===== src/rtl/motor_pkg.sv =====
// Shared types and defaults for the stepper move controller.
package motor_pkg;

   typedef enum logic [2:0] {IDLE, ACCEL, CRUISE, DECEL, DONE} motor_state_e;

   localparam int PERIOD_W      = 20;
   localparam int START_DIV_DEF = 375000;
   localparam int MIN_DIV_DEF   = 125000;
   localparam int RAMP_STEP_DEF = 2500;

   // Saturating period adjust; widened by one bit so the sum/compare never wraps.
   function automatic logic [PERIOD_W-1:0] period_up(input logic [PERIOD_W-1:0] p,
                                                     input logic [PERIOD_W-1:0] inc,
                                                     input logic [PERIOD_W-1:0] ceil);
      logic [PERIOD_W:0] sum;
      sum = {1'b0, p} + {1'b0, inc};
      return (sum >= {1'b0, ceil}) ? ceil : sum[PERIOD_W-1:0];
   endfunction

   function automatic logic [PERIOD_W-1:0] period_down(input logic [PERIOD_W-1:0] p,
                                                       input logic [PERIOD_W-1:0] dec,
                                                       input logic [PERIOD_W-1:0] floor);
      logic [PERIOD_W:0] lim;
      lim = {1'b0, floor} + {1'b0, dec};
      return ({1'b0, p} >= lim) ? (p - dec) : floor;
   endfunction

endpackage


===== src/rtl/step_timer.sv =====
// Programmable period counter: counts 0..period-1 and strobes tick on the last count.
module step_timer
   import motor_pkg::*;
(
   input  logic                CLK,
   input  logic                RST_N,
   input  logic [PERIOD_W-1:0] period,
   input  logic                clear,
   input  logic                enable,
   output logic                tick
);

   logic [PERIOD_W-1:0] cnt_q, cnt_d;

   always_comb begin
      // >= keeps the counter from running away if period shrinks below the count
      tick  = enable && (cnt_q >= (period - PERIOD_W'(1)));
      cnt_d = cnt_q;
      if (clear || tick) begin
         cnt_d = '0;
      end else if (enable) begin
         cnt_d = cnt_q + PERIOD_W'(1);
      end
   end

   always_ff @(posedge CLK or negedge RST_N) begin
      if (!RST_N) cnt_q <= '0;
      else        cnt_q <= cnt_d;
   end

endmodule


===== src/rtl/motor_step_ctrl.sv =====
// Trapezoidal-ramp half-step move controller driving a phase sequencer.
// state  | meaning
// IDLE   | waiting for a command, cmd_ready high
// ACCEL  | stepping, period shrinking toward MIN_DIV
// CRUISE | stepping at MIN_DIV
// DECEL  | stepping, period growing back toward START_DIV
// DONE   | one-cycle end-of-move strobe
module motor_step_ctrl
   import motor_pkg::*;
#(
   parameter int START_DIV = START_DIV_DEF,
   parameter int MIN_DIV   = MIN_DIV_DEF,
   parameter int RAMP_STEP = RAMP_STEP_DEF
) (
   input  logic               CLK,
   input  logic               RST_N,
   input  logic               cmd_valid,
   output logic               cmd_ready,
   input  logic [15:0]        cmd_steps,
   input  logic               cmd_dir,
   input  logic               abort,
   output logic               mover,
   output logic               sentido,
   output logic               step,
   output logic               busy,
   output logic               done,
   output logic signed [31:0] pos
);

   localparam logic [PERIOD_W-1:0] START_P = PERIOD_W'(START_DIV);
   localparam logic [PERIOD_W-1:0] MIN_P   = PERIOD_W'(MIN_DIV);
   localparam logic [PERIOD_W-1:0] RAMP_P  = PERIOD_W'(RAMP_STEP);

   motor_state_e        state_q, state_d;
   logic [15:0]         remaining_q, remaining_d;
   logic [15:0]         ramp_q, ramp_d;
   logic [PERIOD_W-1:0] period_q, period_d;
   logic signed [31:0]  pos_q, pos_d;
   logic                sentido_q, sentido_d;
   logic [15:0]         rem_dec, ramp_inc, rem_abort;
   logic                tick, accept, moving;

   assign accept = (state_q == IDLE) && cmd_valid;
   assign moving = (state_q == ACCEL) || (state_q == CRUISE) || (state_q == DECEL);

   step_timer u_step_timer (
      .CLK    (CLK),
      .RST_N  (RST_N),
      .period (period_q),
      .clear  (accept),
      .enable (moving),
      .tick   (tick)
   );

   always_ff @(posedge CLK or negedge RST_N) begin
      if (!RST_N) begin
         state_q     <= IDLE;
         remaining_q <= '0;
         ramp_q      <= '0;
         period_q    <= '0;
         pos_q       <= '0;
         sentido_q   <= 1'b1;
      end else begin
         state_q     <= state_d;
         remaining_q <= remaining_d;
         ramp_q      <= ramp_d;
         period_q    <= period_d;
         pos_q       <= pos_d;
         sentido_q   <= sentido_d;
      end
   end

   always_comb begin
      state_d     = state_q;
      remaining_d = remaining_q;
      ramp_d      = ramp_q;
      period_d    = period_q;
      pos_d       = pos_q;
      sentido_d   = sentido_q;
      rem_dec     = remaining_q - 16'd1;
      ramp_inc    = (state_q == ACCEL) ? (ramp_q + 16'd1) : ramp_q;
      rem_abort   = '0;
      case (state_q)
         IDLE: begin
            if (cmd_valid) begin
               sentido_d   = cmd_dir;
               remaining_d = cmd_steps;
               period_d    = START_P;
               ramp_d      = '0;
               state_d     = (cmd_steps == 16'd0) ? DONE : ACCEL;
            end
         end
         ACCEL, CRUISE, DECEL: begin
            if (tick) begin
               remaining_d = rem_dec;
               ramp_d      = ramp_inc;
               pos_d       = sentido_q ? (pos_q + 32'sd1) : (pos_q - 32'sd1);
               if (rem_dec == 16'd0) begin
                  state_d = DONE;
               end else if (state_q == DECEL) begin
                  period_d = period_up(period_q, RAMP_P, START_P);
               end else if (rem_dec <= ramp_inc) begin
                  state_d  = DECEL;
                  period_d = period_up(period_q, RAMP_P, START_P);
               end else if (state_q == ACCEL) begin
                  period_d = period_down(period_q, RAMP_P, MIN_P);
                  if (period_d == MIN_P) state_d = CRUISE;
               end
            end
            // Abort acts on the post-step values; with nothing left to ramp down, stop outright.
            if (abort && ((state_d == ACCEL) || (state_d == CRUISE))) begin
               rem_abort   = (remaining_d < ramp_d) ? remaining_d : ramp_d;
               remaining_d = rem_abort;
               if (rem_abort == 16'd0) begin
                  state_d = DONE;
               end else begin
                  state_d  = DECEL;
                  period_d = period_up(period_d, RAMP_P, START_P);
               end
            end
         end
         DONE:    state_d = IDLE;
         default: state_d = IDLE;
      endcase
   end

   always_comb begin
      cmd_ready = (state_q == IDLE);
      mover     = moving;
      busy      = moving;
      step      = tick;
      done      = (state_q == DONE);
      sentido   = sentido_q;
      pos       = pos_q;
   end

endmodule


===== config.mk =====
export PLATFORM = sky130hd
export DESIGN_NAME = motor_step_ctrl
export DESIGN_NICKNAME = d
export VERILOG_FILES = /design/src/rtl/motor_pkg.sv /design/src/rtl/step_timer.sv /design/src/rtl/motor_step_ctrl.sv
export SDC_FILE = /design/constraint.sdc
export NUM_CORES = 1
export LEC_CHECK = 0
export BUFFER_PORTS_ARGS = -buffer_cell sky130_fd_sc_hd__buf_4
export CORE_UTILIZATION = 55
export CTS_CLUSTER_DIAMETER = 100
export DETAILED_ROUTE_END_ITERATION = 8
export PLACE_DENSITY = 0.73
export SLEW_MARGIN = 10
export SYNTH_ARGS = -nofsm -noshare
export SYNTH_HDL_FRONTEND = slang
export SYNTH_SLANG_ARGS = --single-unit

===== constraint.sdc =====
create_clock -name CLK -period 8.5 [get_ports CLK]
set_input_delay 0.85 -clock CLK [delete_from_list [all_inputs] [get_ports CLK]]
set_output_delay 0.85 -clock CLK [all_outputs]
set_load 0.02 [all_outputs]

==> results of run 1 <==
-- sequential cells by signal (all words and copies together), names as in the netlist --
register,count
pos,32
period_q,20
u_step_timer.cnt_q,20
ramp_q,16
remaining_q,16
state_q,3
sentido,1
-- critical path, delay by kind of cell, from the launching register on --
kind / cells / cell delay (ns)
buf+inv: 3 / 0.61
fa+ha+maj: 3 / 0.95
flops: 1 / 0.48
compound gates: 9 / 1.97
xor+xnor: 2 / 0.42
simple gates: 12 / 3.17
-- worst min-delay path by stage --
| stage | cells after the start | slack [ns] | to |
|---|---|---|---|
| floorplan | 1 | 0.47 | u_step_timer.cnt_q[18] |
| global placement | 1 | 0.46 | pos[31] |
| detailed placement | 1 | 0.49 | pos[31] |
| CTS | 1 | 0.50 | pos[31] |
| global route | 1 | 0.52 | pos[31] |
| finish | 1 | 0.51 | pos[31] |
-- power by group through the flow --
stage	clock network [mW]	registers, mW	logic (mW)
after CTS	0.474	0.859	3.12
after detailed placement	0	0.866	3.10
final	0.469	0.864	3.20
after floorplan	0	0.872	2.26
after global routing	0.487	0.889	3.48
after global placement	0	0.865	3.05
-- per-stage QoR --
stage	std cells	setup WS [ns]
finish	1787	0.750
global route	1787	0.0198
CTS	1787	0.525
detailed placement	1771	0.588
floorplan	1495	1.29
global placement	1771	0.920
-- per-layer routing --
layer  track usage, %  vias up
li1                 -     5492
met1             48.4     5469
met2             52.5      675
met3             6.57      107
met4             12.6        0
met5                0        -
-- repair_timing --
| item | 4_1_cts | 5_1_grt |
|---|---|---|
| buffers inserted | 0 | 0 |
| gates resized for setup | 0 | 4 |
| endpoints found under the setup margin | 0 | 33 |
-- cell usage after synthesis (15+ instances only) --
master	count
a21o_1	22
a21oi_1	99
a22oi_1	24
a31oi_1	20
and3_1	16
clkbuf_1	62
dfrtp_1	107
ha_1	91
inv_1	51
mux2i_1	27
nand2_1	169
nand2b_1	20
nand3_1	46
nand4_1	40
nor2_1	113
nor3_1	42
nor4_1	20
o21ai_0	112
or2_2	15
xnor2_1	77
xor2_1	64
-- cells by family (layout without fill, tap and decap cells) --
family,after synthesis,after routing,synth area share (%)
DFF,108,108,23.2
xor gates and xnor gates,142,142,10.8
muxes,30,30,2.61
adders and majority gates,93,93,10.1
buffers and inverters,144,166,5.26
AOI/OAI and AO/OA,427,427,24.4
and+or+nand+nor,551,551,23.7
-- layout make-up --
class	instances	area, um2	area share, %
multi-input cells	1243	8340	66.0
flip-flops and latches	108	2700	21.4
repair buffers	97	728	5.77
well taps	270	338	2.68
clock buffers	10	239	1.89
inverters	53	199	1.58
clock inverters	6	78.8	0.625
==> summary.txt, run 1 <==
Status
  – Status: completed

Finish
  – Share of layout cells above drive strength 1: 11.7%
  – Fillers: approximately 1800
  – Antenna diode count: 0
  – Core Util, Final: 61.6%
  – Cell area after layout: 12600 um2
  – Most frequent cells in the layout: nand2_1, nor2_1, o21ai_0, dfrtp_1, a21oi_1
  – Commonest non-fill, non-tap cell in the layout: nand2_1
  – Final net count: between 1500 and 2000
  – Area Growth Syn to Fin: 8.52%

Detailed routing
  – Remaining antenna violation count: 0
  – Initial DRC Count: 1229
  – # DRC: 0
  – WL final: 37100 um
  – Drt via density: 6.57
  – First-pass iteration count of the detailed router: 7
  – Met2 wire length: 16100 um
  – Metal-1 WL: 15900 um
  – Routed via count: 11700
  – Routed len/inst: between 20 and 25 um
  – Max layer used: met4
  – Detail Route met3 WL: approximately 4000 um

Critical path
  – R2R setup slack: 0.75 ns
  – Crit Path Max Fanout: 14
  – Worst path arrival time: 8.01 ns
  – Max incr delay on CP: 0.55 ns
  – Reg2Reg Capture Point: period_q[11]
  – Setup crit start: remaining_q[0]
  – Critical path endpoint: period_q[11]
  – R2R cell count: 29
  – Req. time, crit path: about 9 ns
  – CP Capture Type: flop
  – Crit start category: flop
  – CP max-delay cell: or3b_2
  – Setup Crit Path Kind: reg2reg
  – Worst r2r src: remaining_q[0]

Synth
  – Post-synth top area share: ~23%
  – Post-Syn Instances: 1495
  – Yosys reg bits: about 110
  – Number of synthesized flops with an enable pin: 0
  – Synthesis Warnings: 0
  – Cell variety after synth: between 90 and 100
  – Mapped Area: about 12000 um2
  – Area leader, netlist: dfrtp_1
  – Synth Flop Type: dfrtp_1
  – Mean Syn Cell Area: 7.78 um2
  – Async set-reset flop share out of synthesis: 100%
  – Synth area leaders: dfrtp_1, ha_1, xnor2_1, nand2_1, o21ai_0
  – Sequential-to-total area share from yosys stat: a little under a quarter
  – Net count after synthesis: 1608

Floorplanning
  – Die area: 21700 um2
  – Std-Cell Rows: 52
  – Chip width: 147 um
  – Core Box Area: 20500 um2
  – Initial Util: 56.8%
  – Die H: 147 um
  – # IOs: approximately 60

Timing
  – Final setup vio count: 0
  – Hold Vio Cnt, Final: 0
  – F_max: around 130 MHz
  – Final Cycle Share: 91.2%
  – Slew HR: 29.1%
  – Sum Neg Setup Slack: 0 ns
  – Final Skew: 0.0115 ns
  – Final hold slack: 0.507 ns
  – Unrepaired setup endpoints after global routing: false
  – Slew Limit Fails: 0
  – Worst-Margin Slew: 1.06 ns
  – Fin crit period: 7.75 ns

Placed design
  – Final GP Congestion: approximately 0.98
  – Port bufs: 58
  – Final HPWL DP: 27100 um
  – Placed instance area: 12300 um2

GRT
  – Antenna violations before repair: 0
  – Pin count of the biggest net entering global routing: 59
  – Vias in the first global route: approximately 11000
  – First-pass GRT wire length: 59200 um
  – Overflow after GRT: 0
  – Total global-route track usage: about 34%

Clock tree
  – Worst-Skew Late Latency: 0.37 ns
  – CTS Buffer Depth: 2
  – Number of CTS-inserted buffers: 9
  – CTS H-Tree Depth: 3
  – CTS tree: yes
  – Clock Pin Slew Worst Setup and Hold Paths: 0.08 ns
  – Clock Sinks: 108
  – Root buffer cell: clkbuf_16
  – Post-CTS Hold Fix Bufs: 0

Pwr
  – Seq pwr share: 19.1%
  – P_int: approximately 2.1 mW
  – Maximum VDD drop: 0.000293 V
  – Total power: 4.53 mW
  – Switching Share: 53.1%
  – Sw power: 2.40 mW
  – P_leak: 5.45 nW
  – Combinational group share of total power: between 70% and 80%
  – Clock power share: 10.4%
  – Power per standard cell area: 359 nW/um2

Min path
  – Hold path start: pos[31]
  – Hold crit path type: reg2reg

Job
  – Max-Cap Viols: 0
Note: power is estimated with default switching activity, not from simulation.
==> inputs of run 2 (changes only) <==
- CTS_CLUSTER_DIAMETER: 100 -> unset
- SYNTH_HIERARCHICAL: unset -> 1
==> summary.txt, run 2 <==
Timing
  – Hold Vio Cnt, Final: 0 (unchanged)
  – Slew Limit Fails: 0 (unchanged)
  – Slew HR: 30.7% (was 29.1%)
  – Final setup vio count: 0 (unchanged)
  – Fin crit period: 7.84 ns (was 7.75 ns)
  – Unrepaired setup endpoints after global routing: false (unchanged)
  – Worst-Margin Slew: 1.04 ns (was 1.06 ns)
  – Final worst slack: 0.662 ns (was 0.750 ns)
  – Final Skew: 0.0128 ns (was 0.0115 ns)
  – F_max: 128 MHz (was 129 MHz)
  – Final Cycle Share: 92.2% (was 91.2%)
  – Sum Neg Setup Slack: 0 ns (unchanged)

GRT
  – First-pass GRT wire length: 55200 um (was 59200 um)
  – Overflow after GRT: 0 (unchanged)
  – Total global-route track usage: 31.8% (was 34.4%)
  – Pin count of the biggest net entering global routing: 62 (was 59)
  – Antenna violations before repair: 0 (unchanged)
  – Vias in the first global route: 10500 (was 11000)

Detailed routing
  – Remaining antenna violation count: 0 (unchanged)
  – Routed via count: 11500 (was 11700)
  – First-pass iteration count of the detailed router: 8 (was 7)
  – # DRC: 0 (unchanged)
  – Initial DRC Count: 1087 (was 1229)
  – Routed len/inst: 19.2 um (was 20.8 um)
  – Met2 wire length: 14700 um (was 16100 um)
  – Drt via density: 6.44 (was 6.57)
  – Metal-1 WL: 15500 um (was 15900 um)
  – Max layer used: met4 (unchanged)
  – Detail Route met3 WL: 2870 um (was 4030 um)
  – WL final: 34200 um (was 37100 um)

Critical path
  – Crit Path Max Fanout: 15 (was 14)
  – CP Capture Type: flop (unchanged)
  – Worst path arrival time: 8.06 ns (was 8.01 ns)
  – CP max-delay cell: or3b_2 (unchanged)
  – Req. time, crit path: 8.73 ns (was 8.76 ns)
  – Setup Crit Path Kind: reg2reg (unchanged)
  – R2R cell count: 26 (was 29)
  – Crit start category: flop (unchanged)
  – R2R setup slack: 0.66 ns (was 0.75 ns)
  – Max incr delay on CP: 0.66 ns (was 0.55 ns)

Finish
  – Max reg flops: 32 (unchanged)
  – Core Util, Final: 61.5% (was 61.6%)
  – Area Growth Syn to Fin: 8.43% (was 8.52%)
  – Commonest non-fill, non-tap cell in the layout: nand2_1 (unchanged)
  – Share of layout cells above drive strength 1: 10.9% (was 11.7%)
  – Most frequent cells in the layout: nand2_1, nor2_1, dfrtp_1, o21ai_0 (was nand2_1, nor2_1, o21ai_0, dfrtp_1, a21oi_1)
  – Antenna diode count: 0 (unchanged)
  – Fillers: 1883 (was 1837)
  – Final net count: 1619 (was 1625)

Synth
  – Synth Flop Type: dfrtp_1 (unchanged)
  – Mapped Area: 11600 um2 (about the same)
  – Async set-reset flop share out of synthesis: 100% (unchanged)
  – Mean Syn Cell Area: 7.80 um2 (was 7.78 um2)
  – Post-Syn Instances: 1491 (was 1495)
  – Cell variety after synth: 91 (was 98)
  – Synthesis Warnings: 6 (was 0)
  – Number of synthesized flops with an enable pin: 0 (unchanged)
  – Yosys reg bits: 108 (unchanged)
  – Top cells by count, synth: nand2_1, nor2_1, dfrtp_1, o21ai_0, ha_1 (was nand2_1, nor2_1, o21ai_0, dfrtp_1, a21oi_1)
  – Post-synth top area share: 23.0% (about the same)
  – Count leader, synth: nand2_1 (unchanged)
  – Synth area leaders: dfrtp_1, ha_1, xnor2_1, nand2_1, xor2_1 (was dfrtp_1, ha_1, xnor2_1, nand2_1, o21ai_0)
  – Net count after synthesis: 1604 (was 1608)
  – Sequential-to-total area share from yosys stat: 23.3% (was 23.2%)
  – Area leader, netlist: dfrtp_1 (unchanged)

Floorplanning
  – Core Box Area: 20500 um2 (unchanged)
  – Die area: 21700 um2 (about the same)
  – Chip width: 147 um (about the same)
  – Std-Cell Rows: 52 (unchanged)
  – # IOs: 59 (unchanged)
  – Die H: 147 um (about the same)
  – Initial Util: 56.7% (was 56.8%)

Min path
  – Hold crit path type: in2async (was reg2reg)

Pwr
  – Maximum VDD drop: 0.000127 V (was 0.000293 V)
  – Total power: 3.03 mW (was 4.53 mW)
  – Power per standard cell area: 240 nW/um2 (was 359 nW/um2)
  – P_leak: 5.14 nW (was 5.45 nW)

Clock tree
  – CTS H-Tree Depth: 3 (unchanged)
  – Clock Sinks: 108 (unchanged)
  – Worst-Skew Late Latency: 0.37 ns (about the same)
  – CTS tree: yes (unchanged)
  – Root buffer cell: clkbuf_16 (unchanged)
  – Number of CTS-inserted buffers: 9 (unchanged)
  – Post-CTS Setup Repair Bufs: 0 (unchanged)
  – Resize count post-CTS: 0 (unchanged)
  – CTS Buffer Depth: 2 (unchanged)
  – Clock Pin Slew Worst Setup and Hold Paths: 0.09 ns (was 0.08 ns)
  – Post-CTS Hold Fix Bufs: 0 (unchanged)

Status
  – Status: completed (unchanged)

Job
  – Max-Cap Viols: 0 (unchanged)

Placed design
  – Final HPWL DP: 25300 um (was 27100 um)
  – Port bufs: 58 (unchanged)
  – Final GP Congestion: 1.10 (was 0.982)
  – Place WS: 0.726 ns (was 0.588 ns)
## run 2: changes by cell type after synthesis, moves of 11 or more
cell,delta
a21o_1,-13
a21oi_1,-11
a22oi_1,-11
nand4_1,-12
nor3_1,+15
nor3_2,+11
o21ai_0,-13
## run 2: power breakdown
| group | total, mW | leakage (nW) | internal, mW | switching, mW |
|---|---|---|---|---|
| sequential | 0.758 | 1.40 | 0.580 | 0.179 |
| clock | 0.454 | 0.151 | 0.214 | 0.240 |
| combinational | 1.81 | 3.59 | 0.658 | 1.16 |
## run 2: layer usage
metal | up-vias | track usage, %
met5 | - | 0
met4 | 0 | 11.4
met3 | 86 | 6.23
met2 | 494 | 47.8
met1 | 5404 | 45.0
li1 | 5484 | -
## run 2: final timing paths
kind,to,start
min in group CLK,pos[31],pos[31]
worst max register to register,period_q[12],state_q[1]
worst max-delay path,period_q[12],state_q[1]
worst min register to register,pos[31],pos[31]
max in group asynchronous,period_q[8],RST_N
worst min-delay path,pos[6],RST_N
## run 2: worst max-delay path: cells and delay by family, from the launching register on
kind / cells / cell delay [ns]
buffers and inverters: 2 / 0.30
and+or+nand+nor: 11 / 3.33
adders and majority gates: 2 / 0.60
DFF: 1 / 0.52
AOI/OAI and AO/OA: 10 / 2.82
xor gates and xnor gates: 1 / 0.08
## run 2: cell type report
cell class                 instances  area [um2]  share of cell area (%)
tap                              270         338                    2.68
clock buffer                       9         225                    1.79
sequential                       108        2700                    21.5
inverter                          50         188                    1.49
timing repair buffer              91         683                    5.42
multi-input combinational       1246        8390                    66.5
clock inverter                     7        81.3                   0.645
## run 2: metrics by stage
step	std cells	area, um2	hold slack [ns]
floorplan	1491	11600	0.511
global placement	1763	12300	0.464
detailed placement	1763	12300	0.495
CTS	1779	12600	0.508
global route	1781	12600	0.528
finish	1781	12600	0.506
## run 2: cell families after synthesis
kind of cell	after synthesis	synth area share, %
flops	108	23.3
xor+xnor	145	10.9
buf+inv	137	4.77
simple gates	587	25.7
fa+ha+maj	92	9.97
compound gates	397	23.2
mux	25	2.20
